### src/rtl/cp0_exc_ctrl_if.sv
// cp0_exc_ctrl_if: groups the CP0 exception controller's pipeline-facing signals.
//   master: the M stage / pipeline side. It drives the mfc0/mtc0 access, PC, bd,
//           exception code, interrupt lines and eret, and receives the results.
//   slave : cp0_exc_ctrl. It returns rd_data, epc_out, req and handler_pc.
interface cp0_exc_ctrl_if;
    logic [4:0]  rd_addr;
    logic [4:0]  wr_addr;
    logic [31:0] wr_data;
    logic        wr_en;
    logic [31:0] pc_in;
    logic        bd_in;
    logic [4:0]  exc_code_in;
    logic [5:0]  hw_int;
    logic        exl_clr;
    logic [31:0] rd_data;
    logic [31:0] epc_out;
    logic        req;
    logic [31:0] handler_pc;

    modport master (
        output rd_addr, wr_addr, wr_data, wr_en, pc_in, bd_in, exc_code_in, hw_int, exl_clr,
        input  rd_data, epc_out, req, handler_pc
    );

    modport slave (
        input  rd_addr, wr_addr, wr_data, wr_en, pc_in, bd_in, exc_code_in, hw_int, exl_clr,
        output rd_data, epc_out, req, handler_pc
    );
endinterface

### src/rtl/cp0_exc_ctrl.sv
// cp0_exc_ctrl: coprocessor-0 exception/interrupt controller in the M stage.
// It holds SR(12), Cause(13), EPC(14) and PRId(15), serves mfc0 reads and mtc0
// writes, and raises the combinational req flush/redirect strobe.
// Ports:
//   clk   - system clock; all state changes on its rising edge
//   reset - asynchronous, active-low reset
//   bus   - cp0_exc_ctrl_if.slave, which carries:
//             rd_addr, wr_addr, wr_data, wr_en, pc_in, bd_in, exc_code_in,
//             hw_int, exl_clr in; rd_data, epc_out, req, handler_pc out
module cp0_exc_ctrl #(
    parameter logic [31:0] PRID       = 32'h2023_0701,
    parameter logic [31:0] HANDLER_PC = 32'h0000_4180
) (
    input  logic          clk,
    input  logic          reset,
    cp0_exc_ctrl_if.slave bus
);
    localparam logic [4:0] ADDR_SR    = 5'd12;
    localparam logic [4:0] ADDR_CAUSE = 5'd13;
    localparam logic [4:0] ADDR_EPC   = 5'd14;
    localparam logic [4:0] ADDR_PRID  = 5'd15;

    // SR fields
    logic [5:0]  im_q, im_d;
    logic        exl_q, exl_d;
    logic        ie_q, ie_d;
    // Cause fields
    logic        bd_q, bd_d;
    logic [5:0]  ip_q, ip_d;
    logic [4:0]  exc_code_q, exc_code_d;
    // EPC
    logic [31:0] epc_q, epc_d;

    logic        int_req;
    logic        exc_req;
    logic        req_int;

    // Gating with reset keeps req low while reset is held, even when a stray
    // exception code is still present on the input.
    assign int_req = reset & ie_q & ~exl_q & (|(bus.hw_int & im_q));
    assign exc_req = reset & ~exl_q & (bus.exc_code_in != 5'd0);
    assign req_int = int_req | exc_req;

    assign bus.req        = req_int;
    assign bus.epc_out    = epc_q;
    assign bus.handler_pc = HANDLER_PC;

    // mfc0 read: combinational, showing register contents before the edge.
    always_comb begin
        bus.rd_data = 32'd0;
        case (bus.rd_addr)
            ADDR_SR:    bus.rd_data = {16'd0, im_q, 8'd0, exl_q, ie_q};
            ADDR_CAUSE: bus.rd_data = {bd_q, 15'd0, ip_q, 3'd0, exc_code_q, 2'd0};
            ADDR_EPC:   bus.rd_data = epc_q;
            ADDR_PRID:  bus.rd_data = PRID;
            default:    bus.rd_data = 32'd0;
        endcase
    end

    always_comb begin
        im_d       = im_q;
        exl_d      = exl_q;
        ie_d       = ie_q;
        bd_d       = bd_q;
        ip_d       = bus.hw_int;
        exc_code_d = exc_code_q;
        epc_d      = epc_q;

        if (req_int) begin
            // The faulting instruction does not commit, so any mtc0 is dropped.
            exl_d      = 1'b1;
            bd_d       = bus.bd_in;
            exc_code_d = int_req ? 5'd0 : bus.exc_code_in;
            epc_d      = bus.bd_in ? (bus.pc_in - 32'd4) : bus.pc_in;
        end else begin
            if (bus.wr_en && (bus.wr_addr == ADDR_SR)) begin
                im_d  = bus.wr_data[15:10];
                exl_d = bus.wr_data[1];
                ie_d  = bus.wr_data[0];
            end
            if (bus.wr_en && !bus.exl_clr && (bus.wr_addr == ADDR_EPC)) begin
                epc_d = bus.wr_data;
            end
            // eret overrides a concurrent SR write for EXL only.
            if (bus.exl_clr) begin
                exl_d = 1'b0;
            end
        end
    end

    always_ff @(posedge clk or negedge reset) begin
        if (!reset) begin
            im_q       <= 6'd0;
            exl_q      <= 1'b0;
            ie_q       <= 1'b0;
            bd_q       <= 1'b0;
            ip_q       <= 6'd0;
            exc_code_q <= 5'd0;
            epc_q      <= 32'd0;
        end else begin
            im_q       <= im_d;
            exl_q      <= exl_d;
            ie_q       <= ie_d;
            bd_q       <= bd_d;
            ip_q       <= ip_d;
            exc_code_q <= exc_code_d;
            epc_q      <= epc_d;
        end
    end
endmodule

### src/flat_wrapper.sv
// flat-port wrapper written by rule: the top's interface ports become plain ports
module cp0_exc_ctrl_flat 
#(
    parameter logic [31:0] PRID       = 32'h2023_0701,
    parameter logic [31:0] HANDLER_PC = 32'h0000_4180
)
  (clk, reset, bus_rd_addr, bus_wr_addr, bus_wr_data, bus_wr_en, bus_pc_in, bus_bd_in, bus_exc_code_in, bus_hw_int, bus_exl_clr, bus_rd_data, bus_epc_out, bus_req, bus_handler_pc);
  cp0_exc_ctrl_if bus_i ();
  input  logic clk;
  input  logic reset;
  input wire logic [$bits(bus_i.rd_addr)-1:0] bus_rd_addr;
  input wire logic [$bits(bus_i.wr_addr)-1:0] bus_wr_addr;
  input wire logic [$bits(bus_i.wr_data)-1:0] bus_wr_data;
  input wire logic [$bits(bus_i.wr_en)-1:0] bus_wr_en;
  input wire logic [$bits(bus_i.pc_in)-1:0] bus_pc_in;
  input wire logic [$bits(bus_i.bd_in)-1:0] bus_bd_in;
  input wire logic [$bits(bus_i.exc_code_in)-1:0] bus_exc_code_in;
  input wire logic [$bits(bus_i.hw_int)-1:0] bus_hw_int;
  input wire logic [$bits(bus_i.exl_clr)-1:0] bus_exl_clr;
  output wire logic [$bits(bus_i.rd_data)-1:0] bus_rd_data;
  output wire logic [$bits(bus_i.epc_out)-1:0] bus_epc_out;
  output wire logic [$bits(bus_i.req)-1:0] bus_req;
  output wire logic [$bits(bus_i.handler_pc)-1:0] bus_handler_pc;
  assign bus_i.rd_addr = bus_rd_addr;
  assign bus_i.wr_addr = bus_wr_addr;
  assign bus_i.wr_data = bus_wr_data;
  assign bus_i.wr_en = bus_wr_en;
  assign bus_i.pc_in = bus_pc_in;
  assign bus_i.bd_in = bus_bd_in;
  assign bus_i.exc_code_in = bus_exc_code_in;
  assign bus_i.hw_int = bus_hw_int;
  assign bus_i.exl_clr = bus_exl_clr;
  assign bus_rd_data = bus_i.rd_data;
  assign bus_epc_out = bus_i.epc_out;
  assign bus_req = bus_i.req;
  assign bus_handler_pc = bus_i.handler_pc;
  cp0_exc_ctrl #(.PRID(PRID), .HANDLER_PC(HANDLER_PC)) u_core (.clk(clk), .reset(reset), .bus(bus_i));
endmodule
### config.mk
export PLATFORM = sky130hd
export DESIGN_NAME = cp0_exc_ctrl_flat
export DESIGN_NICKNAME = d
export VERILOG_FILES = /design/src/rtl/cp0_exc_ctrl_if.sv /design/src/rtl/cp0_exc_ctrl.sv /design/src/flat_wrapper.sv
export SDC_FILE = /design/constraint.sdc
export NUM_CORES = 1
export LEC_CHECK = 0
export CAP_MARGIN = 25
export CORE_ASPECT_RATIO = 1.4
export CORE_MARGIN = 2
export CORE_UTILIZATION = 36
export DETAILED_ROUTE_END_ITERATION = 16
export PLACE_DENSITY = 0.76
export SLEW_MARGIN = 20
export SYNTH_ARGS = -nofsm -noshare
export SYNTH_HDL_FRONTEND = slang
export SYNTH_SLANG_ARGS = --single-unit
export TNS_END_PERCENT = 10
### constraint.sdc
create_clock -name clk -period 1.7 [get_ports clk]
set_input_delay 0.17 -clock clk [delete_from_list [all_inputs] [get_ports clk]]
set_output_delay 0.17 -clock clk [all_outputs]
set_load 0.1 [all_outputs]
==> Word level (Yosys, flattened, before mapping) <==
Cells that the tools add are included.
{ "totals": {"latchBits": 0, "mem_bits_ro": 0, "mem_count": 0, "out_inout_bits": 97, "in_bits": 90, "ramBits": 0, "ff_bits": 52, "wordCells": 40} }
{ "op_classes": {"n_mul": 0, "bitwise_logic": 9, "div": 0, "shifts": 0, "addsub": 1, "n_reduce_logical": 9, "n_lt_le_gt_ge": 0, "eq_ne": 6, "n_mux": 8} }
{ "ops": {"columns": ["operator", "count"], "rows": [
  ["$pmux 32 s4", 1],
  ["$mux 32", 3],
  ["$sub 32x3->32 const B", 1],
  ["$eq 5x4->1 const B", 6],
  ["$and 6x6->6", 1],
  ["$reduce_or 6->1", 1],
  ["$and 1x1->1", 5],
  ["$mux 5", 1],
  ["$reduce_bool 5->1", 1],
  ["$logic_and 1x1->1", 3],
  ["$mux 1", 3],
  ["$reduce_bool 3->1", 1],
  ["$not 1->1", 2],
  ["$reduce_and 2->1", 1],
  ["$reduce_bool 2->1", 1],
  ["$logic_not 1->1", 1],
  ["$or 1x1->1", 1]
]} }

==> Logic depth before layout (Yosys ltp) <==
Gate-level depths: netlist of the first run.
{ "logic_depth": {"word_depth": 6, "mapped_depth": 7, "mapped_depth_nobuf": 7} }

==> Least setup slack after synthesis of the first run <==
Ideal clock, no wire load.
{ "synth_timing": {"path_type": "register to output", "from": "register u_core.epc_q[10], in the netlist u_core.bus.epc_out[10]", "to": "output port bus_rd_data[10]", "t_arrival_ps": 3194, "path_stages_with_launch": 3, "path_buffers": 0, "path_slack_ps": -1664, "t_required_ps": 1530, "path_cell_list": "dfrtp_1 a211oi_1 nor3_1"} }
{ "synth_between": {"elab_chain_cells": 1} }
{ "synth_rtl": {"columns": ["element", "line_no", "rtl"], "rows": [
  ["from (decl)", "cp0_exc_ctrl.sv:32", "logic [31:0] epc_q, epc_d;"],
  ["from (signal assigned)", "cp0_exc_ctrl.sv:107", "epc_q <= epc_d;"],
  ["$pmux 32 s4", "cp0_exc_ctrl.sv:51", "case (bus.rd_addr)"],
  ["to (decl)", "flat_wrapper.sv:20", "output wire logic [$bits(bus_i.rd_data)-1:0] bus_rd_data;"]
]} }
Every way passes these cells.

==> Worst setup path in the final report of the first run <==
{ "layout_timing": {"from": "register u_core.im_q[0]", "to": "output port bus_req"} }
{ "layout_between": {"elab_chain_cells": 4} }
{ "layout_rtl": {"columns": ["element", "line_no", "rtl"], "rows": [
  ["from (decl)", "cp0_exc_ctrl.sv:24", "logic [5:0] im_q, im_d;"],
  ["from (signal assigned)", "cp0_exc_ctrl.sv:101", "im_q <= im_d;"],
  ["$and 6x6->6", "cp0_exc_ctrl.sv:40", "assign int_req = reset & ie_q & ~exl_q & (|(bus.hw_int & im_q));"],
  ["$reduce_or 6->1", "cp0_exc_ctrl.sv:40", null],
  ["$and 1x1->1", "cp0_exc_ctrl.sv:40", null],
  ["$or 1x1->1", "cp0_exc_ctrl.sv:42", "assign req_int = int_req | exc_req;"],
  ["to (decl)", "flat_wrapper.sv:22", "output wire logic [$bits(bus_i.req)-1:0] bus_req;"]
]} }
Every way passes these cells.

==> flow_summary_export.csv, run 1 <==
group,metric,value,unit
run_status,status,"finished, violations left",
run_status,violations,"negative setup slack",
synth,muxShareOfSynthArea,7.06,%
worst_setup_path,worstSetupPathType,"reg2out",
sta,setup_viol,46,
clock_network,cts-buffers-inserted,5,
pwr,power_leakage,2.84,nW
synth,synthAdderAreaFrac,0.353,%
sta,hold_ws,0.0645,ns
global_route,antenna_found_initial,0,
global_route,gr-total-overflow,0,
synth,synth_compound_area_share,15.0,%
floorplanning,rows,42,
clock_network,clock_latency,0.29,ns
placed_design,routabilityCongestion,0.863,
sta,clock.fmax,0.499,GHz
floorplanning,die_y,121,µm
clock_network,path_clk_slew,0.07,ns
floorplanning,start_util,37.3,%
worst_setup_path,worst-path-max-fanout,3,
placed_design,dpl.hpwl,10.3,mm
worst_setup_path,startpoint_type,"flop",
pwr,comb_power_share,58.1,%
sta,hold_violations,0,
pwr,p_per_area,966,nW/µm²
worst_setup_path,endpoint_kind,"output port",
finish,syn2layout_area_growth,94.4,%
sta,worst_slack,-0.304,ns
finish,antenna_cells,0,
worst_setup_path,crit_arrival,1.83,ns
detailed_routing,ant_nets,0,
pwr,p_seq_share,26.6,%
clock_network,cts_sinks,52,
finish,nets,715,
global_route,use_met2,50.5,%
global_route,grt_max_degree,53,
placed_design,port_buffers,154,
synth,ys_warn_count,0,
sta,fin_crit_sh,118,%
detailed_routing,finalWirelength,13.7,mm
worst_setup_path,critPathTopFamily,"compound AO/OA/AOI/OAI gates",
synth,yosys.area_share.xor_xnor,6.67,%
detailed_routing,initialDrtViolationCount,142,
clock_network,ctsRootBufferMaster,"clkbuf_16",
clock_network,cts_max_path_buffers,2,
synth,syn_area,3550,µm²
placed_design,pre_cts_slack,-0.562,ns
clock_network,ctsHoldBuffers,0,
finish,drive_above_1_share,40.8,%
synth,synthTopCellsByArea,"dfrtp_1 (37%), buf_4 (7.2%), a211oi_1 (5.1%)",
clock_network,h-tree-depth,2,
clock_network,cts_tree,"yes",
sta,rsz0062_at_grt,"yes",
synth,syn_inst,390,
synth,yosysTopAreaCell,"dfrtp_1",
synth,synth-simple-area-share,24.2,%
sta,worst_slew_pin_slew,0.709,ns
synth,netlist.area_leader.share,36.7,%
global_route,gr-max-usage-layer,"met2",
worst_setup_path,path_cells,"a22o_1, o31ai_2, buf_4, a21o_1, inv_2, buf_12, buf_12",
pwr,switchingPower,0.00327,W
worst_hold_path,min_path_type,"in2async",
pwr,swShare,49.0,%
floorplanning,die_area,10700,µm²
global_route,grt_use_met3,4.42,%
finish,mostFrequentLayoutCell,"buf_4",
sta,fin_skew,0.00358,ns
pwr,p_clk_share,15.3,%
synth,synth_edf_count,0,
global_route,use_met1,28.8,%
floorplanning,core,9510,µm²
detailed_routing,drc_errors,0,
global_route,grt_pass1_wl,21.5,mm
floorplanning,die_w,87.9,µm
sta,final_max_slew_viol_count,0,
synth,synth-seq-area-share,36.7,%
detailed_routing,route.vias.total,3875,
pwr,peakVddDrop,0.573,mV
detailed_routing,first_pass_iters,4,
global_route,gr-usage-all-layers,26.2,%
global_route,first_global_vias,4202,
synth,syn_avg_cell_area,9.09,µm²
worst_setup_path,critPathSlowestCell,"dfrtp_1",
synth,synth-seq-cells,52,
synth,synth-main-ff-cell,"dfrtp_1",
sta,min_period,2.00,ns
worst_setup_path,cpMostUsedCell,"buf_12",
finish,final_util,72.5,%
floorplanning,io_pins,187,
synth,synth_cell_types,49,
finish,instances_no_fill,757,
pwr,internal_power,0.00340,W
detailed_routing,viasPerCell,5.12,
worst_setup_path,path_buf_inv,4,
synth,synth_top_family_by_area,"simple AND/OR/NAND/NOR gates",
placed_design,dpl.cell_count,740,
detailed_routing,wl_per_cell,18.1,µm
sta,max_slew_margin,52.7,%
synth,async_flop_share,100,%
worst_setup_path,required,1.53,ns
worst_setup_path,max_stage_delay,0.38,ns
job,drv_cap,0,
finish,final_cell_mix,"buf_4 (96), clkdlybuf4s50_1 (84), buf_12 (58)",
-- state kept, by name, indices dropped and copies added, names as in the netlist --
name and flops:
u_core.ie_q 1, u_core.bus.epc_out 32, u_core.ip_q 6, u_core.bd_q 1, u_core.im_q 6, u_core.exl_q 1
u_core.exc_code_q 5
-- metal layers --
metal,part of all wire (%),vias up
li1,-,1788
met1,36,1898
met2,56,167
met3,6.1,22
met4,1.8,0
met5,0,-
-- per-stage QoR --
stage          TNS [ns]  instance area (µm²)  power [W]
2_1_floorplan     -8.18                 3830    0.00408
3_3_place_gp     -22.98                 6410    0.00536
3_5_place_dp     -24.08                 6410    0.00543
4_1_cts           -7.86                 6810    0.00662
5_1_grt          -10.82                 6890    0.00689
6_report          -7.29                 6890    0.00666
-- synth_stat cells, types with 3 or more instances --
cell / number
or4_1: 5
nor4_1: 5
nor3_1: 10
inv_1: 4
o21ai_0: 12
nor2_1: 40
nor2b_1: 21
dfrtp_1: 52
xor2_1: 9
and3_1: 13
buf_4: 34
or3_1: 3
mux2i_1: 16
a211oi_1: 24
xnor2_1: 18
mux2_2: 8
a22o_1: 7
nand2_1: 16
clkbuf_1: 15
a22oi_1: 7
buf_2: 3
a21oi_1: 29
and2b_1: 8
-- worst paths after layout --
check / from / to / slack [ns] / cells after the start
min: reset / u_core.ip_q[3]$_DFF_PN0_ / 0.06 / 2
min in group clk: bus_hw_int[4] / u_core.ip_q[4]$_DFF_PN0_ / 0.35 / 1
max in group asynchronous: reset / u_core.bus.epc_out[1]$_DFFE_PN0P_ / 1.09 / 2
max: u_core.im_q[0]$_DFFE_PN0P_ / bus_req / -0.30 / 7
min reg2reg: u_core.exc_code_q[0]$_DFFE_PN0N_ / u_core.exc_code_q[0]$_DFFE_PN0N_ / 0.53 / 1
max reg2reg: u_core.im_q[0]$_DFFE_PN0P_ / u_core.bus.epc_out[24]$_DFFE_PN0P_ / -0.25 / 9
-- area by class of cell --
| type | count | area (µm²) |
|---|---|---|
| Timing Repair Buffer | 250 | 2900 |
| Fill cell | 644 | 2620 |
| Multi-Input combinational cell | 310 | 2360 |
| Sequential cell | 52 | 1310 |
| Tap cell | 132 | 165 |
| Clock buffer | 5 | 125 |
| Clock inverter | 3 | 18.8 |
| Inverter | 5 | 18.8 |
-- cell families (layout without fill, tap and decap cells) --
kind of cell             after synthesis  in the layout
AND/OR/NAND/NOR                      143            143
AO/OA/AOI/OAI                         83             83
buffers and inverters                 58            263
flip-flops                            52             52
XOR/XNOR                              27             27
multiplexers                          24             24
other                                  2             32
adder cells (fa/ha/maj)                1              1
-- what timing repair did --
item	CTS	global route
hold endpoints to repair	0	0
gates cloned	2	1
gates resized for setup	48	13
setup buffers	5	1
pin swaps	3	5
endpoints found under the setup margin	76	75
-- power groups by stage --
stage	registers [W]	logic, W	clock network [W]
finish	0.00177	0.00387	0.00102
global route	0.00180	0.00401	0.00108
CTS	0.00177	0.00382	0.00103
detailed placement	0.00178	0.00364	0
global placement	0.00177	0.00359	0
floorplan	0.00295	0.00112	0
-- worst reg2reg max path: stages, from the launching register on --
cell and delay (ns):
dfrtp_1 0.38, a22o_1 0.22, o31ai_2 0.28, buf_4 0.16
a21o_1 0.14, inv_2 0.07, buf_12 0.13, buf_4 0.17
a211oi_2 0.24, a21oi_2 0.05
(Power assumes the default switching activity.)
==> run 2: changes to the inputs <==
--- a/config.mk
+++ b/config.mk
@@ -5,12 +5,14 @@
 export SDC_FILE = /design/constraint.sdc
 export NUM_CORES = 1
 export LEC_CHECK = 0
+export ABC_AREA = 1
 export CAP_MARGIN = 25
 export CORE_ASPECT_RATIO = 1.4
 export CORE_MARGIN = 2
-export CORE_UTILIZATION = 36
+export CORE_UTILIZATION = 38
+export CTS_CLUSTER_SIZE = 25
 export DETAILED_ROUTE_END_ITERATION = 16
-export PLACE_DENSITY = 0.76
+export PLACE_DENSITY = 0.78
 export SLEW_MARGIN = 20
 export SYNTH_ARGS = -nofsm -noshare
 export SYNTH_HDL_FRONTEND = slang
==> run 2 against run 1 <==
  * The flow still finishes with violations (negative setup slack)
  * Sequential power rose by 37%
  * Power is 66% higher
  * First-iteration DRC count is 140% higher
  * Sequential cell count unchanged
  * Utilization decreased by 2.1 points
  * Worst setup slack improved by 0.29 ns
  * Critical path depth increased by 1
  * Clock power rose by 12%
  * Synthesized cell count rose by 55%
  * Cell count increased by 26%
==> flow_summary_export.csv, run 2 <==
group,metric,value,unit
run_status,status,"finished, violations left",
run_status,violations,"negative setup slack",
finish,nFillCells,806,
floorplanning,io_pins,187,
worst_setup_path,worst-path-max-fanout,4,
synth,synth-seq-cells,52,
sta,hold_violations,0,
synth,syn_avg_cell_area,6.42,µm²
detailed_routing,viasPerCell,4.93,
clock_network,clock_latency,0.29,ns
finish,mostFrequentLayoutCell,"nand2_1",
clock_network,path_clk_slew,0.06,ns
worst_setup_path,required,1.53,ns
synth,async_flop_share,100,%
synth,netlist.area_leader.share,33.5,%
sta,worst_slew_pin_slew,0.674,ns
clock_network,ctsRootBufferMaster,"clkbuf_16",
sta,final_max_slew_viol_count,0,
worst_hold_path,min_path_type,"in2async",
detailed_routing,ant_nets,0,
synth,syn_area,3890,µm²
pwr,p_per_area,1580,nW/µm²
sta,rsz0062_at_grt,"yes",
placed_design,routabilityCongestion,0.909,
worst_setup_path,crit_arrival,1.54,ns
worst_setup_path,worstSetupPathType,"reg2out",
worst_setup_path,path_buf_inv,2,
clock_network,cts_max_path_buffers,2,
pwr,comb_power_share,67.8,%
pwr,swShare,54.9,%
synth,synth_most_common_cell,"nand2_1",
pwr,p_clk_share,10.3,%
global_route,grt_max_degree,53,
finish,drive_above_1_share,24.0,%
synth,syn_inst,606,
worst_setup_path,critPathTopFamily,"flip-flops",
global_route,first_global_vias,4629,
synth,synth-seq-area-share,33.5,%
worst_setup_path,critPathSlowestCell,"dfrtp_1",
clock_network,cts-buffers-inserted,5,
sta,clock.fmax,0.584,GHz
global_route,gr-total-overflow,0,
worst_setup_path,max_stage_delay,0.40,ns
sta,worst_slack,-0.0129,ns
synth,synthTopCellsByArea,"dfrtp_1 (33%), nand2_1 (20%), nor2_1 (8.3%)",
placed_design,port_buffers,154,
floorplanning,core,9950,µm²
global_route,antenna_found_initial,0,
sta,fin_skew,0.00399,ns
finish,final_cell_mix,"nand2_1 (197), clkdlybuf4s50_1 (81), buf_12 (72)",
finish,regArea,1300,µm²
pwr,p_seq_share,21.9,%
synth,synth_edf_count,0,
pwr,internal_power,0.00499,W
synth,ys_warn_count,0,
detailed_routing,wl_per_cell,16.0,µm
finish,design_area,7000,µm²
pwr,power_leakage,3.38,nW
pwr,peakVddDrop,0.820,mV
worst_setup_path,path_cells,"nand2_2, nand2_2, a21oi_2, nand2_2, nand2_4, nand2_4, buf_12, buf_12",
synth,synth_cell_types,30,
floorplanning,die_w,89.5,µm
detailed_routing,initialDrtViolationCount,347,
detailed_routing,first_pass_iters,5,
placed_design,dpl_cell_area,6530,µm²
floorplanning,die_y,124,µm
floorplanning,start_util,39.1,%
synth,synth-main-ff-cell,"dfrtp_1",
finish,syn2layout_area_growth,80.1,%
clock_network,cts_sinks,52,
placed_design,dpl.hpwl,11.6,mm
global_route,gr-usage-all-layers,27.4,%
worst_setup_path,cpMostUsedCell,"nand2_2",
clock_network,h-tree-depth,2,
detailed_routing,drc_errors,0,
sta,setup_viol,1,
finish,multi_input_area,2250,µm²
sta,fin_crit_sh,101,%
floorplanning,die_area,11100,µm²
global_route,grt_pass1_wl,23.0,mm
pwr,switchingPower,0.00608,W
finish,largest_reg_flops,32,
sta,max_slew_margin,55.1,%
synth,yosysTopAreaCell,"dfrtp_1",
sta,hold_ws,0.0275,ns
finish,antenna_cells,0,
worst_setup_path,endpoint_kind,"output port",
finish,nets,906,
detailed_routing,finalWirelength,15.2,mm
sta,min_period,1.71,ns
worst_setup_path,startpoint_type,"flop",
clock_network,cts_tree,"yes",
synth,ys_top_cells_by_count,"nand2_1 (210), nor2_1 (86), inv_1 (70)",
job,drv_cap,0,
floorplanning,rows,43,
detailed_routing,route.vias.total,4685,
run 2: path summary, 6_finish.rpt:
path / from / endpoint / slack [ns] / cells past startpoint
worst min-delay path: reset / u_core.exc_code_q[2]$_DFFE_PN0N_ / 0.03 / 2
worst min register to register: u_core.exc_code_q[1]$_DFFE_PN0N_ / u_core.exc_code_q[1]$_DFFE_PN0N_ / 0.56 / 2
min in group clk: bus_hw_int[1] / u_core.ip_q[1]$_DFF_PN0_ / 0.37 / 1
worst max-delay path: u_core.im_q[1]$_DFFE_PN0P_ / bus_req / -0.01 / 8
worst max register to register: u_core.im_q[1]$_DFFE_PN0P_ / u_core.ie_q$_DFFE_PN0P_ / 0.03 / 10
max in group asynchronous: reset / u_core.ip_q[4]$_DFF_PN0_ / 1.21 / 2
run 2: final cells by class:
type | count | area share, %
Clock buffer | 6 | 1.84
Tap cell | 135 | 2.41
Sequential cell | 52 | 18.6
Clock inverter | 2 | 0.500
Multi-Input combinational cell | 461 | 32.1
Inverter | 74 | 4.04
Timing Repair Buffer | 221 | 40.5
run 2: cells by family after synthesis:
| family | Yosys count | synth area share (%) |
|---|---|---|
| compound gates | 65 | 9.11 |
| xor+xnor | 11 | 2.48 |
| fa+ha+maj | 1 | 0.322 |
| buf+inv | 123 | 16.7 |
| flops | 52 | 33.5 |
| other cells | 2 | 0.193 |
| simple gates | 352 | 37.7 |
run 2: per-stage QoR:
stage | std cells | worst slack, ns | TNS [ns] | total power (W) | util (%)
after floorplan | 636 | -0.450 | -10.08 | 0.00678 | -
after global placement | 934 | -0.170 | -5.16 | 0.00953 | 65.6
after detailed placement | 934 | -0.236 | -7.06 | 0.00961 | 65.6
after CTS | 947 | 0.0124 | 0 | 0.0110 | 69.6
after global routing | 951 | -0.0588 | -0.124 | 0.0114 | 70.3
final | 951 | -0.0129 | -0.0129 | 0.0111 | 70.3
run 2: layer usage:
metal	track usage (%)	part of all wire [%]	up-vias	routed length, µm
li1	-	-	2233	-
met1	30.3	35	2162	5280
met2	51.6	55	250	8310
met3	3.05	6.3	40	959
met4	11.8	4.5	0	692
met5	0	0	-	0
run 2: power groups by stage:
stage | registers (W) | logic [W] | clock network, W
3_5_place_dp | 0.00241 | 0.00720 | 0
4_1_cts | 0.00240 | 0.00743 | 0.00115
5_1_grt | 0.00246 | 0.00778 | 0.00120
2_1_floorplan | 0.00489 | 0.00190 | 0
6_report | 0.00242 | 0.00750 | 0.00114
3_3_place_gp | 0.00240 | 0.00713 | 0
run 2: repair_timing:
item	4_1_cts	5_1_grt
resized for setup	46	15
cloned	2	1
pin swaps	8	2
setup buffers	4	3
setup endpoints to repair	21	31
hold buffers	0	0
==> run 3: changes to the inputs <==
--- a/config.mk
+++ b/config.mk
@@ -5,14 +5,13 @@
 export SDC_FILE = /design/constraint.sdc
 export NUM_CORES = 1
 export LEC_CHECK = 0
-export ABC_AREA = 1
 export CAP_MARGIN = 25
 export CORE_ASPECT_RATIO = 1.4
 export CORE_MARGIN = 2
-export CORE_UTILIZATION = 38
+export CORE_UTILIZATION = 36
 export CTS_CLUSTER_SIZE = 25
 export DETAILED_ROUTE_END_ITERATION = 16
-export PLACE_DENSITY = 0.78
+export PLACE_DENSITY = 0.76
 export SLEW_MARGIN = 20
 export SYNTH_ARGS = -nofsm -noshare
 export SYNTH_HDL_FRONTEND = slang
==> results of run 3 <==
Final layout, timing and power as in run 1 (identical DEF).
==> patch 1: new RTL, config.mk and constraints of run 2 <==
`im_q` and `ip_q` no longer have a reset.
--- a/src/rtl/cp0_exc_ctrl.sv
+++ b/src/rtl/cp0_exc_ctrl.sv
@@ -91,21 +91,22 @@
     always_ff @(posedge clk or negedge reset) begin
         if (!reset) begin
-            im_q       <= 6'd0;
             exl_q      <= 1'b0;
             ie_q       <= 1'b0;
             bd_q       <= 1'b0;
-            ip_q       <= 6'd0;
             exc_code_q <= 5'd0;
             epc_q      <= 32'd0;
         end else begin
-            im_q       <= im_d;
             exl_q      <= exl_d;
             ie_q       <= ie_d;
             bd_q       <= bd_d;
-            ip_q       <= ip_d;
             exc_code_q <= exc_code_d;
             epc_q      <= epc_d;
         end
     end
+
+    always_ff @(posedge clk) begin
+        im_q <= im_d;
+        ip_q <= ip_d;
+    end
 endmodule
 
Formal check against the unedited RTL: not equivalent (Yosys sat finds a counterexample within 4 cycles, from zero or initial values and one cycle with reset low).
==> patch 1 against run 2 <==
- the run still ends with setup timing left
- area after synthesis rose by 0.87%
- setup slack got worse by 0.0064 ns
- final cell count fell by 0.32%
- highest routed layer unchanged
- first-iteration DRC count fell by 37%
- sequential cell count did not move
- final area fell by 0.70%
- largest power group unchanged
- combinational power fell by 4.1%
- wire length fell by 5.3%
- power fell by 1.8%
==> patch 1: results (changes against run 2) <==
| Metric | Value |
|---|---|
| Status | finished, violations left |
| Violated checks | setup timing |
| Seq/Total Area, Yosys | 33.17% (-0.29 points) |
| Top post-synthesis cells by count | nand2_1, nor2_1, inv_1 |
| Post-synth ARST share | 76.92% (-23 points) |
| Worst Path Max Fanout | 16 (+12) |
| Initial antenna violation count | 1 (+1) |
| Min-delay worst type | in2reg |
| H-tree levels | 2 (unchanged) |
| Cells after synthesis | 594 (-2.0%) |
| Pin count of the biggest net entering global routing | 30 (-43%) |
| Total GRT Usage | 25.09% (-2.3 points) |
| Pre-CTS WS | -0.1263 ns (+0.1094 ns) |
| Reg clk slew, reported paths | 0.07 ns |
| Hold depth | 1 |
| Setup slack after layout | -0.01929 ns (-0.006399 ns) |
| Synth top area cells | dfrtp_1, nand2_1, nor2_1, buf_4, inv_1 |
| Worst-case reg-to-reg path depth | 10 (unchanged) |
| First-pass GRT wire length | 22490 um (-2.1%) |
| Hold_sp | bus_hw_int[5] |
| Final hold violation count | 0 (unchanged) |
| Layout cell share with drive strength beyond 1 | 25.37% (+1.3 points) |
| Leak | 3.328 nW (-1.4%) |
| CP peak stage delay | 0.41 ns |
| Setup Skew | 0.008261 ns (+0.004276 ns) |
| Largest register FFs | 32 (unchanged) |
| Crit Reg-Reg Endpoint | u_core.bus.epc_out[12] |
| Worst-Skew Late Latency | 0.30 ns |
| DRT Pass-1 Iters | 4 (-1) |
| Worst path slowest cell | edfxtp_1 |
| Synth unique cells | 39 (+30%) |
| Fin nets | 902 (-0.44%) |
| Post-DR wirelength/cell | 15.22 um (-5.0%) |
| DRT iter0 DRCs | 218 (-37%) |
| Routed WL | 14430 um (-5.3%) |
| VDD IR max | 0.9977 mV (+22%) |
| Number of synthesized flops with an enable pin | 6 (+6) |
| Port buffer count | 154 (unchanged) |
| Setup TNS | -0.02668 ns (-0.01379 ns) |
| Placer Congestion | 0.9113 (+0.25%) |
| Placed Instances | 927 (-0.75%) |
| Via Count | 4596 (-1.9%) |
| R2R setup slack | -0.01 ns (-0.04 ns) |
| Filler instances | 783 (-2.9%) |
| CP top delay family | flip-flops |
| Worst reg2reg startpoint | u_core.im_q[4] |
| CTS Root Cell | clkbuf_16 |
| Setup violators final | 2 (+1) |
| Post-DP HPWL | 11260 um (-3.0%) |
| Vias in the first global route | 4543 (-1.9%) |
| Yosys warns | 0 (unchanged) |
patch 1: cell count changes in the layout (fill, tap and decap cells not counted), sizes merged, moves of 12 or more:
| cell | run 2 | this run |
|---|---|---|
| dfrtp | 52 | 40 |
| nand3 | 27 | 39 |
| nand2 | 214 | 233 |
| inv | 74 | 56 |
patch 1: per-stage QoR:
step	hold WS (ns)	util, %	cell area, um2	power (mW)
2_1_floorplan	-0.1256	-	4076	6.633
3_3_place_gp	0.1970	65.32	6536	9.195
3_5_place_dp	0.1924	65.32	6536	9.291
4_1_cts	0.3517	68.03	6808	10.70
5_1_grt	0.3642	69.48	6953	11.28
6_report	0.3527	69.48	6953	10.87
patch 1: layer usage:
layer | vias to the layer above | part of all wire, % | GRT usage, %
li1 | 2226 | - | -
met1 | 2150 | 35 | 26.81
met2 | 180 | 56 | 48.98
met3 | 40 | 4.2 | 2.907
met4 | 0 | 3.9 | 10.59
met5 | - | 0 | 0
patch 1: report_power, final:
part / leakage (nW) / internal (mW) / switching [mW]
Clock: 0.0944 / 0.850 / 0.487
Sequential: 0.574 / 1.72 / 0.622
Combinational: 2.66 / 2.47 / 4.72
patch 1: timing repair:
item | CTS | global route
buffers inserted | 4 | 3
endpoints found under the hold margin | 40 | 0
gates resized for setup | 16 | 13
cloned | 1 | 3
pin swaps | 4 | 4
setup endpoints to repair | 16 | 51
hold buffers | 1 | 0
patch 1: kinds of logic (layout without fill, tap and decap cells):
| group | count (synthesis) | count (layout) | share of synthesized area (%) |
|---|---|---|---|
| xor+xnor | 11 | 11 | 2.456 |
| compound gates | 44 | 44 | 6.316 |
| buf+inv | 104 | 292 | 15.53 |
| flops | 52 | 52 | 33.17 |
| simple gates | 380 | 380 | 42.01 |
| fa+ha+maj | 1 | 1 | 0.3189 |
| other cells | 2 | 33 | 0.1915 |
patch 1: worst max-delay path by stage:
stage,start,to,slack (ns),cells after the start
2_1_floorplan,u_core.bus.epc_out[1],bus_rd_data[1],-0.45,2
3_3_place_gp,bus_pc_in[2],u_core.bus.epc_out[30],-0.1,13
3_5_place_dp,bus_pc_in[2],u_core.bus.epc_out[30],-0.13,13
4_1_cts,bus_rd_addr[0],bus_rd_data[11],-0.01,8
5_1_grt,u_core.im_q[2],u_core.bus.epc_out[12],-0.09,10
6_report,u_core.im_q[4],bus_req,-0.02,6
patch 1: final cells by class:
type,instances,area share (%)
timing repair buffer,228,41.19
clock buffer,5,1.800
sequential,52,18.72
inverter,56,3.131
clock inverter,3,0.9897
tap,135,2.429
antenna,1,0.03599
multi-input combinational,468,31.71
==> patch 2: new RTL, flow settings as in run 2 <==
Made on the original files. `PRID` is set to 32'h2023_0701 in 2 places; all go to 32'h20000000.
--- a/src/rtl/cp0_exc_ctrl.sv
+++ b/src/rtl/cp0_exc_ctrl.sv
@@ -9,5 +9,5 @@
 //             hw_int, exl_clr in; rd_data, epc_out, req, handler_pc out
 module cp0_exc_ctrl #(
-    parameter logic [31:0] PRID       = 32'h2023_0701,
+    parameter logic [31:0] PRID       = 32'h20000000,
     parameter logic [31:0] HANDLER_PC = 32'h0000_4180
 ) (
--- a/src/flat_wrapper.sv
+++ b/src/flat_wrapper.sv
@@ -2,5 +2,5 @@
 module cp0_exc_ctrl_flat 
 #(
-    parameter logic [31:0] PRID       = 32'h2023_0701,
+    parameter logic [31:0] PRID       = 32'h20000000,
     parameter logic [31:0] HANDLER_PC = 32'h0000_4180
 )
Behaviour: not the same (a bounded check fails within 4 cycles, from zero or initial values and one cycle with reset low).
==> patch 2 against run 2 <==
- wire length is 3.2% lower
- final area is 0.48% higher
- setup slack worse by 0.018 ns
- clock skew hardly changed
- critical path depth stayed put
- power is 35% lower
- final cell count is 0.11% lower
- register-to-register slack worse by 0.03 ns
- combinational power is 45% lower
- the run still ends with setup timing left
- synthesized cell count is 1.2% lower
- first-iteration DRC count is 18% lower
- area after synthesis is 0.23% higher
- sequential cell count stayed put
- die area is 0.21% higher
==> patch 2: results (changes against run 2) <==
| Metric | Value |
|---|---|
| Met2 wire length | 8161 um (-1.8%) |
| Compound-Gate Fraction of Synth Area | 9.021% (-0.085 points) |
| Setup TNS | -0.03053 ns (-0.01764 ns) |
| M1 wire length | 5296 um (+0.30%) |
| Post-DP HPWL | 12060 um (+3.8%) |
| CP peak stage delay | 0.42 ns (+0.02 ns) |
| GR Util met2 | 48.48% (-3.1 points) |
| Status | finished, violations left |
| Setup Skew | 0.004344 ns (+0.0003579 ns) |
| Pre-CTS WS | -0.2592 ns (-0.02349 ns) |
| Placer Congestion | 0.9337 (+2.7%) |
| Total GRT Usage | 26.09% (-1.3 points) |
| DRT iter0 DRCs | 284 (-18%) |
| Syn Area/Cell | 6.507 um2 (+1.4%) |
| Setup bufs post-CTS | 6 (+2) |
| Met1 Usage GRT | 29.26% (-1.0 points) |
| Setup violators final | 1 (unchanged) |
| Layout cell share with drive strength beyond 1 | 28.96% (+4.9 points) |
| ClkCell Share | 2.383% (+0.042 points) |
| Top post-synthesis cells by count | nand2_1, nor2_1, inv_1 |
| Multi-input gates | 449 (-2.6%) |
| Setup slack after layout | -0.03053 ns (-0.01764 ns) |
| Post-Synth Adder-Cell Area | 0.3210% (-0.00072 points) |
| Synth unique cells | 33 (+10%) |
| Post-cts gate resize count | 12 (-74%) |
| Crit Reg-Reg Endpoint | u_core.im_q[3] |
| CP top delay family | simple AND/OR/NAND/NOR gates |
| First-pass GRT wire length | 22320 um (-2.9%) |
| Met3 routed WL | 781 um (-19%) |
| Placed Instances | 932 (-0.21%) |
| Multi-input combinational area share | 34.18% (+2.0 points) |
| Via Count | 4677 (-0.17%) |
| Post-DR wirelength/cell | 15.52 um (-3.1%) |
| GRT met3 Usage | 2.518% (-0.53 points) |
| Inverters | 79 (+6.8%) |
| Clkbuf count | 5 (-1) |
| Arrival time worst endpoint | 1.56 ns (+0.02 ns) |
| Largest register FFs | 32 (unchanged) |
| Vias per cell | 4.923 (about the same) |
| Relative slew slack | 54.38% (-0.68 points) |
| Crit Path Class | reg2out |
| Sequential Area | 1316 um2 (+1.2%) |
| Violated checks | setup timing |
[patch 2: cell count changes in the layout (fill, tap and decap cells not counted), sizes merged, moves of 3 or more]
| cell | before | now |
|---|---|---|
| a21oi | 11 | 8 |
| buf | 132 | 139 |
| inv | 74 | 78 |
| nand2 | 214 | 184 |
| nand3 | 27 | 47 |
| nand4 | 14 | 17 |
| o211ai | 7 | 0 |
| o21ai | 42 | 38 |
| o22ai | 2 | 10 |
| xor2 | 4 | 1 |
[patch 2: report_power, final]
group          internal [mW]  leakage (nW)  total (mW)  switching [mW]
Combinational           1.28          2.66        4.16            2.88
Sequential              1.53         0.615        1.86           0.325
Clock                  0.692        0.0798        1.16           0.466
Total                   3.50          3.35        7.17            3.68
[patch 2: per-stage QoR]
stage               hold WS, ns  area, um2
floorplan               -0.1256       4322
global placement         0.3843       6720
detailed placement       0.3897       6720
CTS                     0.07243       6963
global route             0.1176       7036
finish                  0.03677       7036
